### config.mk
export PLATFORM = sky130hd
export DESIGN_NAME = otter_cu_fsm_flat
export DESIGN_NICKNAME = d
export VERILOG_FILES = /design/src/rtl/otter_cu_fsm_pkg.sv /design/src/rtl/otter_cu_fsm_if.sv /design/src/rtl/otter_cu_fsm_intr_sync.sv /design/src/rtl/otter_cu_fsm.sv /design/src/flat_wrapper.sv
export SDC_FILE = /design/constraint.sdc
export NUM_CORES = 1
export LEC_CHECK = 0
export ABC_AREA = 1
export BUFFER_PORTS_ARGS = -buffer_cell sky130_fd_sc_hd__buf_2
export CORE_ASPECT_RATIO = 0.5
export CORE_MARGIN = 5
export CORE_UTILIZATION = 35
export DETAILED_ROUTE_END_ITERATION = 7
export SLEW_MARGIN = 20
export SYNTH_ARGS = -nofsm -noshare
export SYNTH_HDL_FRONTEND = slang
export SYNTH_HIERARCHICAL = 1
export SYNTH_SLANG_ARGS = --single-unit
### constraint.sdc
create_clock -name clk -period 1.51 [get_ports clk]
set_input_delay 0.151 -clock clk [delete_from_list [all_inputs] [get_ports clk]]
set_output_delay 0.151 -clock clk [all_outputs]
set_load 0.005 [all_outputs]
### src/rtl/otter_cu_fsm_pkg.sv
// Shared Otter control types: CU state encoding, RV32I major opcodes and the strobe bundle.
// The CU decoder imports the same opcode constants.
package otter_pkg;

   typedef enum logic [2:0] {
      ST_INIT  = 3'd0,
      ST_FETCH = 3'd1,
      ST_EXEC  = 3'd2,
      ST_WB    = 3'd3,
      ST_INTR  = 3'd4
   } cu_state_t;

   localparam logic [6:0] OPC_RTYPE  = 7'b0110011;
   localparam logic [6:0] OPC_ITYPE  = 7'b0010011;
   localparam logic [6:0] OPC_LOAD   = 7'b0000011;
   localparam logic [6:0] OPC_STORE  = 7'b0100011;
   localparam logic [6:0] OPC_BRANCH = 7'b1100011;
   localparam logic [6:0] OPC_LUI    = 7'b0110111;
   localparam logic [6:0] OPC_AUIPC  = 7'b0010111;
   localparam logic [6:0] OPC_JAL    = 7'b1101111;
   localparam logic [6:0] OPC_JALR   = 7'b1100111;
   localparam logic [6:0] OPC_SYSTEM = 7'b1110011;

   localparam logic [2:0] FN_MRET = 3'b000;

   typedef struct packed {
      logic pc_write;
      logic reg_write;
      logic mem_we2;
      logic mem_rden1;
      logic mem_rden2;
      logic rf_reset;
      logic csr_we;
      logic int_taken;
      logic mret_exec;
      logic illegal_instr;
   } cu_ctrl_t;

   // CSRRW / CSRRS / CSRRC; the immediate forms are not supported by this core
   function automatic logic is_csr_func(input logic [2:0] func);
      return (func == 3'b001) || (func == 3'b010) || (func == 3'b011);
   endfunction

endpackage

### src/rtl/otter_cu_fsm_if.sv
// Control bus between the CU FSM (master) and the decoder/datapath/CSR file (slave).
interface otter_cu_fsm_if #(
   parameter int INSTRET_W = 32
);
   logic                 csr_mie;
   logic [6:0]           ir_opcode;
   logic [2:0]           ir_func;
   logic                 pc_write;
   logic                 reg_write;
   logic                 mem_we2;
   logic                 mem_rden1;
   logic                 mem_rden2;
   logic                 rf_reset;
   logic                 csr_we;
   logic                 int_taken;
   logic                 mret_exec;
   logic                 illegal_instr;
   logic [INSTRET_W-1:0] instret;

   modport master (
      input  csr_mie, ir_opcode, ir_func,
      output pc_write, reg_write, mem_we2, mem_rden1, mem_rden2, rf_reset,
             csr_we, int_taken, mret_exec, illegal_instr, instret
   );

   modport slave (
      output csr_mie, ir_opcode, ir_func,
      input  pc_write, reg_write, mem_we2, mem_rden1, mem_rden2, rf_reset,
             csr_we, int_taken, mret_exec, illegal_instr, instret
   );
endinterface

### src/rtl/otter_cu_fsm_intr_sync.sv
// External interrupt synchronizer: SYNC_STAGES-deep flop chain plus rising-edge detect.
module otter_intr_sync #(
   parameter int SYNC_STAGES = 2
) (
   input  logic clk,
   input  logic rst_n,
   input  logic intr,
   output logic intr_rise
);
   logic [SYNC_STAGES-1:0] sync_q;
   logic                   sync_d1;

   always_ff @(posedge clk) begin
      if (!rst_n) begin
         sync_q  <= '0;
         sync_d1 <= 1'b0;
      end else begin
         sync_q  <= {sync_q[SYNC_STAGES-2:0], intr};
         sync_d1 <= sync_q[SYNC_STAGES-1];
      end
   end

   // level or pulse on intr yields exactly one rise per low->high transition
   assign intr_rise = sync_q[SYNC_STAGES-1] & ~sync_d1;

endmodule

### src/rtl/otter_cu_fsm.sv
// Otter MCU multi-cycle control FSM: INIT/FETCH/EXEC/WB/INTR sequencing, strobe generation,
// interrupt pending latch and retired-instruction counter.
module otter_cu_fsm
   import otter_pkg::*;
#(
   parameter int SYNC_STAGES = 2,
   parameter int INSTRET_W   = 32
) (
   input  logic                  clk,
   input  logic                  rst_n,
   input  logic                  intr,
   otter_cu_fsm_if.master        cu
);
   cu_state_t            state, state_nxt;
   cu_ctrl_t             ctrl;
   logic                 intr_rise;
   logic                 intr_pend;
   logic                 take_intr;
   logic [INSTRET_W-1:0] instret;

   otter_intr_sync #(.SYNC_STAGES(SYNC_STAGES)) u_intr_sync (
      .clk       (clk),
      .rst_n     (rst_n),
      .intr      (intr),
      .intr_rise (intr_rise)
   );

   always_ff @(posedge clk) begin
      if (!rst_n) state <= ST_INIT;
      else        state <= state_nxt;
   end

   assign take_intr = intr_pend & cu.csr_mie;

   always_comb begin
      state_nxt = ST_INIT;
      case (state)
         ST_INIT:  state_nxt = ST_FETCH;
         ST_FETCH: state_nxt = ST_EXEC;
         ST_EXEC:  if (cu.ir_opcode == OPC_LOAD) state_nxt = ST_WB;
                   else state_nxt = take_intr ? ST_INTR : ST_FETCH;
         ST_WB:    state_nxt = take_intr ? ST_INTR : ST_FETCH;
         ST_INTR:  state_nxt = ST_FETCH;
         default:  state_nxt = ST_INIT;
      endcase
   end

   // While rst_n is low every strobe is suppressed so an abandoned instruction writes nothing.
   always_comb begin
      ctrl = '0;
      if (!rst_n) begin
         ctrl.rf_reset = 1'b1;
      end else begin
         case (state)
            ST_INIT:  ctrl.rf_reset  = 1'b1;
            ST_FETCH: ctrl.mem_rden1 = 1'b1;
            ST_EXEC: begin
               case (cu.ir_opcode)
                  OPC_RTYPE, OPC_ITYPE, OPC_LUI, OPC_AUIPC, OPC_JAL, OPC_JALR: begin
                     ctrl.pc_write  = 1'b1;
                     ctrl.reg_write = 1'b1;
                  end
                  OPC_BRANCH: ctrl.pc_write = 1'b1;
                  OPC_STORE: begin
                     ctrl.pc_write = 1'b1;
                     ctrl.mem_we2  = 1'b1;
                  end
                  OPC_LOAD: ctrl.mem_rden2 = 1'b1;
                  OPC_SYSTEM: begin
                     ctrl.pc_write = 1'b1;
                     if (is_csr_func(cu.ir_func)) begin
                        ctrl.csr_we    = 1'b1;
                        ctrl.reg_write = 1'b1;
                     end else if (cu.ir_func == FN_MRET) begin
                        ctrl.mret_exec = 1'b1;
                     end else begin
                        ctrl.illegal_instr = 1'b1;
                     end
                  end
                  default: begin
                     ctrl.pc_write      = 1'b1;
                     ctrl.illegal_instr = 1'b1;
                  end
               endcase
            end
            ST_WB: begin
               ctrl.reg_write = 1'b1;
               ctrl.pc_write  = 1'b1;
            end
            ST_INTR: begin
               ctrl.int_taken = 1'b1;
               ctrl.pc_write  = 1'b1;
            end
            default: ;
         endcase
      end
   end

   // a new edge arriving in the INTR cycle must survive the clear
   always_ff @(posedge clk) begin
      if (!rst_n)                 intr_pend <= 1'b0;
      else if (intr_rise)         intr_pend <= 1'b1;
      else if (state == ST_INTR)  intr_pend <= 1'b0;
   end

   always_ff @(posedge clk) begin
      if (!rst_n)
         instret <= '0;
      else if (((state == ST_EXEC) || (state == ST_WB)) && ctrl.pc_write)
         instret <= instret + {{(INSTRET_W-1){1'b0}}, 1'b1};
   end

   assign cu.pc_write      = ctrl.pc_write;
   assign cu.reg_write     = ctrl.reg_write;
   assign cu.mem_we2       = ctrl.mem_we2;
   assign cu.mem_rden1     = ctrl.mem_rden1;
   assign cu.mem_rden2     = ctrl.mem_rden2;
   assign cu.rf_reset      = ctrl.rf_reset;
   assign cu.csr_we        = ctrl.csr_we;
   assign cu.int_taken     = ctrl.int_taken;
   assign cu.mret_exec     = ctrl.mret_exec;
   assign cu.illegal_instr = ctrl.illegal_instr;
   assign cu.instret       = instret;

endmodule

### src/flat_wrapper.sv
// flat-port wrapper written by rule: the top's interface ports become plain ports
module otter_cu_fsm_flat import otter_pkg::*;
#(
   parameter int SYNC_STAGES = 2,
   parameter int INSTRET_W   = 32
)
  (clk, rst_n, intr, cu_csr_mie, cu_ir_opcode, cu_ir_func, cu_pc_write, cu_reg_write, cu_mem_we2, cu_mem_rden1, cu_mem_rden2, cu_rf_reset, cu_csr_we, cu_int_taken, cu_mret_exec, cu_illegal_instr, cu_instret);
  otter_cu_fsm_if #(.INSTRET_W(INSTRET_W)) cu_i ();
  input  logic clk;
  input  logic rst_n;
  input  logic intr;
  input wire logic [$bits(cu_i.csr_mie)-1:0] cu_csr_mie;
  input wire logic [$bits(cu_i.ir_opcode)-1:0] cu_ir_opcode;
  input wire logic [$bits(cu_i.ir_func)-1:0] cu_ir_func;
  output wire logic [$bits(cu_i.pc_write)-1:0] cu_pc_write;
  output wire logic [$bits(cu_i.reg_write)-1:0] cu_reg_write;
  output wire logic [$bits(cu_i.mem_we2)-1:0] cu_mem_we2;
  output wire logic [$bits(cu_i.mem_rden1)-1:0] cu_mem_rden1;
  output wire logic [$bits(cu_i.mem_rden2)-1:0] cu_mem_rden2;
  output wire logic [$bits(cu_i.rf_reset)-1:0] cu_rf_reset;
  output wire logic [$bits(cu_i.csr_we)-1:0] cu_csr_we;
  output wire logic [$bits(cu_i.int_taken)-1:0] cu_int_taken;
  output wire logic [$bits(cu_i.mret_exec)-1:0] cu_mret_exec;
  output wire logic [$bits(cu_i.illegal_instr)-1:0] cu_illegal_instr;
  output wire logic [$bits(cu_i.instret)-1:0] cu_instret;
  assign cu_i.csr_mie = cu_csr_mie;
  assign cu_i.ir_opcode = cu_ir_opcode;
  assign cu_i.ir_func = cu_ir_func;
  assign cu_pc_write = cu_i.pc_write;
  assign cu_reg_write = cu_i.reg_write;
  assign cu_mem_we2 = cu_i.mem_we2;
  assign cu_mem_rden1 = cu_i.mem_rden1;
  assign cu_mem_rden2 = cu_i.mem_rden2;
  assign cu_rf_reset = cu_i.rf_reset;
  assign cu_csr_we = cu_i.csr_we;
  assign cu_int_taken = cu_i.int_taken;
  assign cu_mret_exec = cu_i.mret_exec;
  assign cu_illegal_instr = cu_i.illegal_instr;
  assign cu_instret = cu_i.instret;
  otter_cu_fsm #(.SYNC_STAGES(SYNC_STAGES), .INSTRET_W(INSTRET_W)) u_core (.clk(clk), .rst_n(rst_n), .intr(intr), .cu(cu_i));
endmodule
-- Word-level counts from Yosys, hierarchy flattened
Cells that the tools add are included.
W data, S select, Z words.
- register bits: 39
- word-level logic and storage cells: 65
- eq/ne operators: 17
- reductions and logical operators: 11
- $add $sub $neg: 1
- bitwise operators: 3
- muxes and demuxes: 28
- operators with widths (kind ; number):
    $add A32 B1 Y32 const B ; 1
    $eq A7 B7 Y1 const B ; 4
    $eq A7 B6 Y1 const B ; 3
    $mux W1 ; 17
    $eq A7 B5 Y1 const B ; 2
    $eq A3 B2 Y1 const B ; 4
    $pmux W3 S4 ; 1
    $reduce_or A9 Y1 ; 1
    $pmux W1 S2 ; 4
    $eq A7 B2 Y1 const B ; 1
    $eq A3 B1 Y1 const B ; 2
    $logic_not A3 Y1 ; 2
    $mux W3 ; 2
    $reduce_or A6 Y1 ; 1
    $mux W5 ; 1
    $mux W2 ; 2
    $mux W4 ; 1
    $reduce_or A2 Y1 ; 2
    $eq A3 B3 Y1 const B ; 1
    $logic_or A1 B1 Y1 ; 3
    $and A1 B1 Y1 ; 2
    $reduce_bool A2 Y1 ; 1
    $logic_and A1 B1 Y1 ; 1
    $not A1 Y1 ; 1

-- Longest topological paths before layout
- depth after elaboration: 8
- mapped depth: 10

-- Hierarchy
Netlist, hierarchy kept.
- modules (own cells, without submodules) (module ; area each (µm²) ; times used ; cells an instance):
    otter_cu_fsm ; 2388.5 ; 1 ; 395
    otter_intr_sync ; 92.6 ; 1 ; 11

-- Worst setup path after synthesis
No wires, ideal clock.
- path type: register -> register
- from: reg u_core.instret[0] (netlist: u_core/cu.instret[0])
- to: reg u_core.instret[18] (netlist: u_core/cu.instret[18])
- stages on the path, launching flop included: 11
- setup slack: 0.095 ns
- required time: 1.395 ns
- clock period less this slack: 1.415 ns
- setup time: 0.115 ns
- data arrival time: 1.300 ns
- path through: dfxtp_1 ha_1 inv_1 nor2_1 nand2_1 inv_1 nand3_1 nor2_1 nand3_1 nand2_1 nor2_1
- longest elaborated chain between the ends: 1
- RTL lines (what ; line ; source):
    start: declaration ; otter_cu_fsm.sv:19 ; logic [INSTRET_W-1:0] instret;
    start signal: assignment ; otter_cu_fsm.sv:110 ; instret <= instret + {{(INSTRET_W-1){1'b0}}, 1'b1};
    $add A32 B1 Y32 ; otter_cu_fsm.sv:110 ;
No other way between the ends.
A chain may end at the register's enable or synchronous reset.

-- Worst setup path in the final report
- from: reg u_core.instret[0] (netlist: u_core/cu.instret[0])
- to: reg u_core.instret[20] (netlist: u_core/cu.instret[20])
The elaborated chain is that of the path after synthesis.

==> impl_metrics.xml <==
<?xml version="1.0" encoding="UTF-8"?>
<metrics>
  <group name="run_status">
    <metric name="run_status" unit="">finished clean</metric>
  </group>
  <group name="power_and_ir_drop">
    <metric name="total_power" unit="uW">2480</metric>
    <metric name="vdd_ir_drop_max" unit="mV">0.339</metric>
    <metric name="power.static_leakage" unit="uW">0.00141</metric>
    <metric name="power.density" unit="nW/um^2">722</metric>
  </group>
  <group name="route">
    <metric name="remaining_drc_errors" unit="">0</metric>
    <metric name="wire_per_inst" unit="um">11.8</metric>
    <metric name="drt-pass1-iter-count" unit="">4</metric>
    <metric name="route.antenna.remaining_nets" unit="">0</metric>
    <metric name="route.detailed.vias_per_inst" unit="">4.68</metric>
    <metric name="detailroute.wirelength.met2" unit="mm">2.92</metric>
    <metric name="m1WireLength" unit="mm">3.48</metric>
    <metric name="wl_met3" unit="um">429</metric>
    <metric name="top_layer_used" unit="">met4</metric>
    <metric name="totalWireLength" unit="mm">6.91</metric>
    <metric name="initialDrtViolationCount" unit="">180</metric>
    <metric name="dr_vias" unit="">2750</metric>
  </group>
  <group name="worst_setup_path">
    <metric name="timing.reg2reg.worst_path_depth" unit="">10</metric>
    <metric name="crit_end_category" unit="">register</metric>
    <metric name="crit_path_start" unit="">u_core/cu.instret[0]$_SDFFE_PN0P_</metric>
    <metric name="r2r_slack" unit="ns">0.06</metric>
    <metric name="startpoint_class_of_the_critical_path" unit="">register</metric>
    <metric name="cp.arrival" unit="ns">1.63</metric>
    <metric name="path_max_fanout" unit="">4</metric>
    <metric name="r2r-start" unit="">u_core/cu.instret[0]$_SDFFE_PN0P_</metric>
    <metric name="critical_path_class" unit="">register to register</metric>
    <metric name="setup.worst_path.end" unit="">u_core/cu.instret[20]$_SDFFE_PN0P_</metric>
    <metric name="reg2reg_to" unit="">u_core/cu.instret[20]$_SDFFE_PN0P_</metric>
    <metric name="cp_data_required_time" unit="ns">1.69</metric>
  </group>
  <group name="global_routing">
    <metric name="remaining_overflow_grt" unit="">0</metric>
    <metric name="grt_max_degree" unit="">28</metric>
    <metric name="grt_first_pass_wirelength" unit="mm">11.4</metric>
    <metric name="grt_pass1_vias" unit="">2418</metric>
    <metric name="globalRouteTotalUtil" unit="">0.155</metric>
    <metric name="grt_antenna_before_repair" unit="">0</metric>
  </group>
  <group name="floorplan">
    <metric name="die_width" unit="um">129</metric>
    <metric name="fp.dieArea" unit="um^2">8970</metric>
    <metric name="core_area" unit="um^2">6780</metric>
    <metric name="fp-row-count" unit="">21</metric>
    <metric name="initial_core_util" unit="">0.366</metric>
    <metric name="floorplan.die.height" unit="um">69.5</metric>
    <metric name="floorplan.io_pins" unit="">56</metric>
  </group>
  <group name="synthesis">
    <metric name="post_synth_and_or_nand_nor_area_fraction" unit="">0.428</metric>
    <metric name="synthDominantCellAreaShare" unit="">0.315</metric>
    <metric name="syn_avg_cell_area" unit="um^2">6.11</metric>
    <metric name="netlist_instances" unit="">406</metric>
    <metric name="syn-cell-area" unit="um^2">2480</metric>
    <metric name="synth-adder-area-share" unit="">0.00504</metric>
    <metric name="netlist-cell-type-count" unit="">28</metric>
    <metric name="ys_top_cells_by_area" unit="">sky130_fd_sc_hd__dfxtp_1, sky130_fd_sc_hd__nand2_1, sky130_fd_sc_hd__nor2_1</metric>
    <metric name="yosysTopAreaCell" unit="">sky130_fd_sc_hd__dfxtp_1</metric>
    <metric name="synth.yosys.seq_area_share" unit="">0.315</metric>
    <metric name="synth-seq-cells" unit="">39</metric>
    <metric name="synth.yosys.warnings" unit="">6</metric>
    <metric name="post_synth_xor_area_fraction" unit="">0.0530</metric>
    <metric name="muxShareOfSynthArea" unit="">0</metric>
    <metric name="synth-compound-area-share" unit="">0.118</metric>
    <metric name="syn-num-nets" unit="">421</metric>
    <metric name="largest_family_of_logic_cells_by_synthesized_area" unit="">simple AND/OR/NAND/NOR gates</metric>
  </group>
  <group name="clocking">
    <metric name="postCtsHoldBufs" unit="">0</metric>
    <metric name="clock_tree_from_tritoncts" unit="">built</metric>
    <metric name="htree_levels" unit="">2</metric>
    <metric name="clock-sinks" unit="">39</metric>
    <metric name="cts_inserted_buffers" unit="">5</metric>
    <metric name="root_buffer" unit="">sky130_fd_sc_hd__clkbuf_16</metric>
    <metric name="register_clock_pin_slew_on_the_reported_worst_setup_and_hold_paths" unit="ns">0.06</metric>
    <metric name="worst_skew_pair.late_latency" unit="ns">0.28</metric>
    <metric name="clock_path_buffers" unit="">2</metric>
  </group>
  <group name="run">
    <metric name="maxCapViolCount" unit="">0</metric>
  </group>
  <group name="sta">
    <metric name="finalMaxSlewViolations" unit="">0</metric>
    <metric name="max_freq" unit="MHz">688</metric>
    <metric name="finalHoldViolations" unit="">0</metric>
    <metric name="fin_skew" unit="ns">0.00225</metric>
    <metric name="setup_viol" unit="">0</metric>
    <metric name="max-slew-margin-rel" unit="">0.778</metric>
    <metric name="finalWorstSetupSlack" unit="ns">0.0571</metric>
    <metric name="fin_crit" unit="ns">1.45</metric>
    <metric name="grt_setup_unrepaired" unit="">true</metric>
    <metric name="max_slew.worst_pin.slew" unit="ns">0.332</metric>
    <metric name="finalCritPeriodShare" unit="">0.962</metric>
  </group>
  <group name="layout">
    <metric name="layout_common_cells" unit="">sky130_fd_sc_hd__nand2_1, sky130_fd_sc_hd__buf_2, sky130_fd_sc_hd__nor2_1, sky130_fd_sc_hd__buf_4, sky130_fd_sc_hd__inv_1</metric>
    <metric name="mostFrequentLayoutCell" unit="">sky130_fd_sc_hd__nand2_1</metric>
    <metric name="final_nets" unit="">510</metric>
    <metric name="final.fill_count" unit="">706</metric>
    <metric name="layout.cells.non_filler" unit="">588</metric>
    <metric name="areaGrowthSynthToFinish" unit="%">38.3</metric>
    <metric name="diodes" unit="">0</metric>
    <metric name="layout-drive-gt1-share" unit="">0.323</metric>
  </group>
  <group name="place">
    <metric name="dp.final_hpwl" unit="mm">5.25</metric>
    <metric name="port_buffers" unit="">55</metric>
    <metric name="pre_cts_slack" unit="ns">-0.0145</metric>
    <metric name="globalplace.congestion" unit="">0.912</metric>
    <metric name="place_inst" unit="">578</metric>
  </group>
  <group name="min_path">
    <metric name="hold_class" unit="">primary input to register</metric>
    <metric name="holdPathStages" unit="">3</metric>
  </group>
</metrics>
[synthesized netlist by cell type, drive strengths merged]
| cell type | n |
|---|---|
| nor4 | 2 |
| xnor2 | 5 |
| clkbuf | 2 |
| dfxtp | 39 |
| xor2 | 10 |
| nand2 | 154 |
| nor2 | 76 |
| buf | 7 |
| nor3 | 3 |
| inv | 36 |
| nand3b | 1 |
| nand4 | 5 |
| ha | 1 |
| a21boi | 1 |
| a21oi | 33 |
| nand3 | 22 |
| o21ai | 5 |
| o21a | 1 |
| a31oi | 2 |
| o211ai | 1 |
[sequential cells by signal (all words and copies together) (netlist names)]
signal / flops
u_core/cu.instret: 32
u_core/state: 3
u_core/u_intr_sync/sync_q: 2
u_core/intr_pend: 1
u_core/u_intr_sync/sync_d1: 1
[stage by stage]
stage	TNS, ns	area, um^2	utilization	hold WS (ns)
final	0	3430	0.506	0.0455
after global routing	-0.366	3430	0.506	0.0615
after CTS	0	3270	0.482	0.0415
after detailed placement	-0.0243	3070	0.453	0.338
after global placement	0	3070	0.453	0.334
after floorplan	0	2480	-	0.244
[how the worst min path moves through the flow]
stage / startpoint / endpoint / slack (ns)
5_1_grt: intr / u_core/u_intr_sync/sync_q[0]$_SDFF_PN0_ / 0.06
4_1_cts: intr / u_core/u_intr_sync/sync_q[0]$_SDFF_PN0_ / 0.04
3_5_place_dp: intr / u_core/u_intr_sync/sync_q[0]$_SDFF_PN0_ / 0.34
3_3_place_gp: intr / u_core/u_intr_sync/sync_q[0]$_SDFF_PN0_ / 0.33
2_1_floorplan: rst_n / u_core/u_intr_sync/sync_q[0]$_SDFF_PN0_ / 0.24
6_report: intr / u_core/u_intr_sync/sync_q[0]$_SDFF_PN0_ / 0.05
[per-layer routing]
metal  track usage  vias to the layer above
li1              -                     1456
met1         0.224                     1217
met2         0.233                       67
met3        0.0285                       10
met4        0.0454                        0
met5             0                        -
[where the power goes]
group / switching [uW] / internal (uW)
Clock: 438 / 779
Sequential: 16.5 / 1040
Combinational: 127 / 76.6
Total: 581 / 1890
[layout make-up]
class | instances | area [um^2] | share of cell area
Multi-Input combinational cell | 322 | 1640 | 0.479
Sequential cell | 39 | 801 | 0.233
Timing Repair Buffer | 91 | 566 | 0.165
Inverter | 36 | 138 | 0.0401
Clock buffer | 5 | 125 | 0.0365
Tap cell | 92 | 115 | 0.0336
Clock inverter | 3 | 43.8 | 0.0128
[cells by family (layout without fill, tap and decap cells)]
logic type	count (synthesis)	after routing
adders and majority gates	1	1
AOI/OAI and AO/OA	43	43
and+or+nand+nor	263	263
xor gates and xnor gates	15	15
DFF	39	39
buffers and inverters	45	135
[worst max-delay path, cell delays in order, from the launching register on]
cell                      delay (ns)
sky130_fd_sc_hd__dfxtp_2        0.37
sky130_fd_sc_hd__ha_4           0.16
sky130_fd_sc_hd__inv_1          0.05
sky130_fd_sc_hd__nor2_1         0.12
sky130_fd_sc_hd__nand2_2        0.12
sky130_fd_sc_hd__inv_2          0.09
sky130_fd_sc_hd__nand3_2        0.11
sky130_fd_sc_hd__nor2_2         0.15
sky130_fd_sc_hd__nand3_1        0.09
sky130_fd_sc_hd__nand2_1        0.06
sky130_fd_sc_hd__nor2_1         0.03
[repair_timing]
item	in CTS	in global routing
setup buffers	0	2
endpoints found under the setup margin	7	37
pin swaps	2	5
resized for setup	6	48
(Power assumes the default switching activity.)
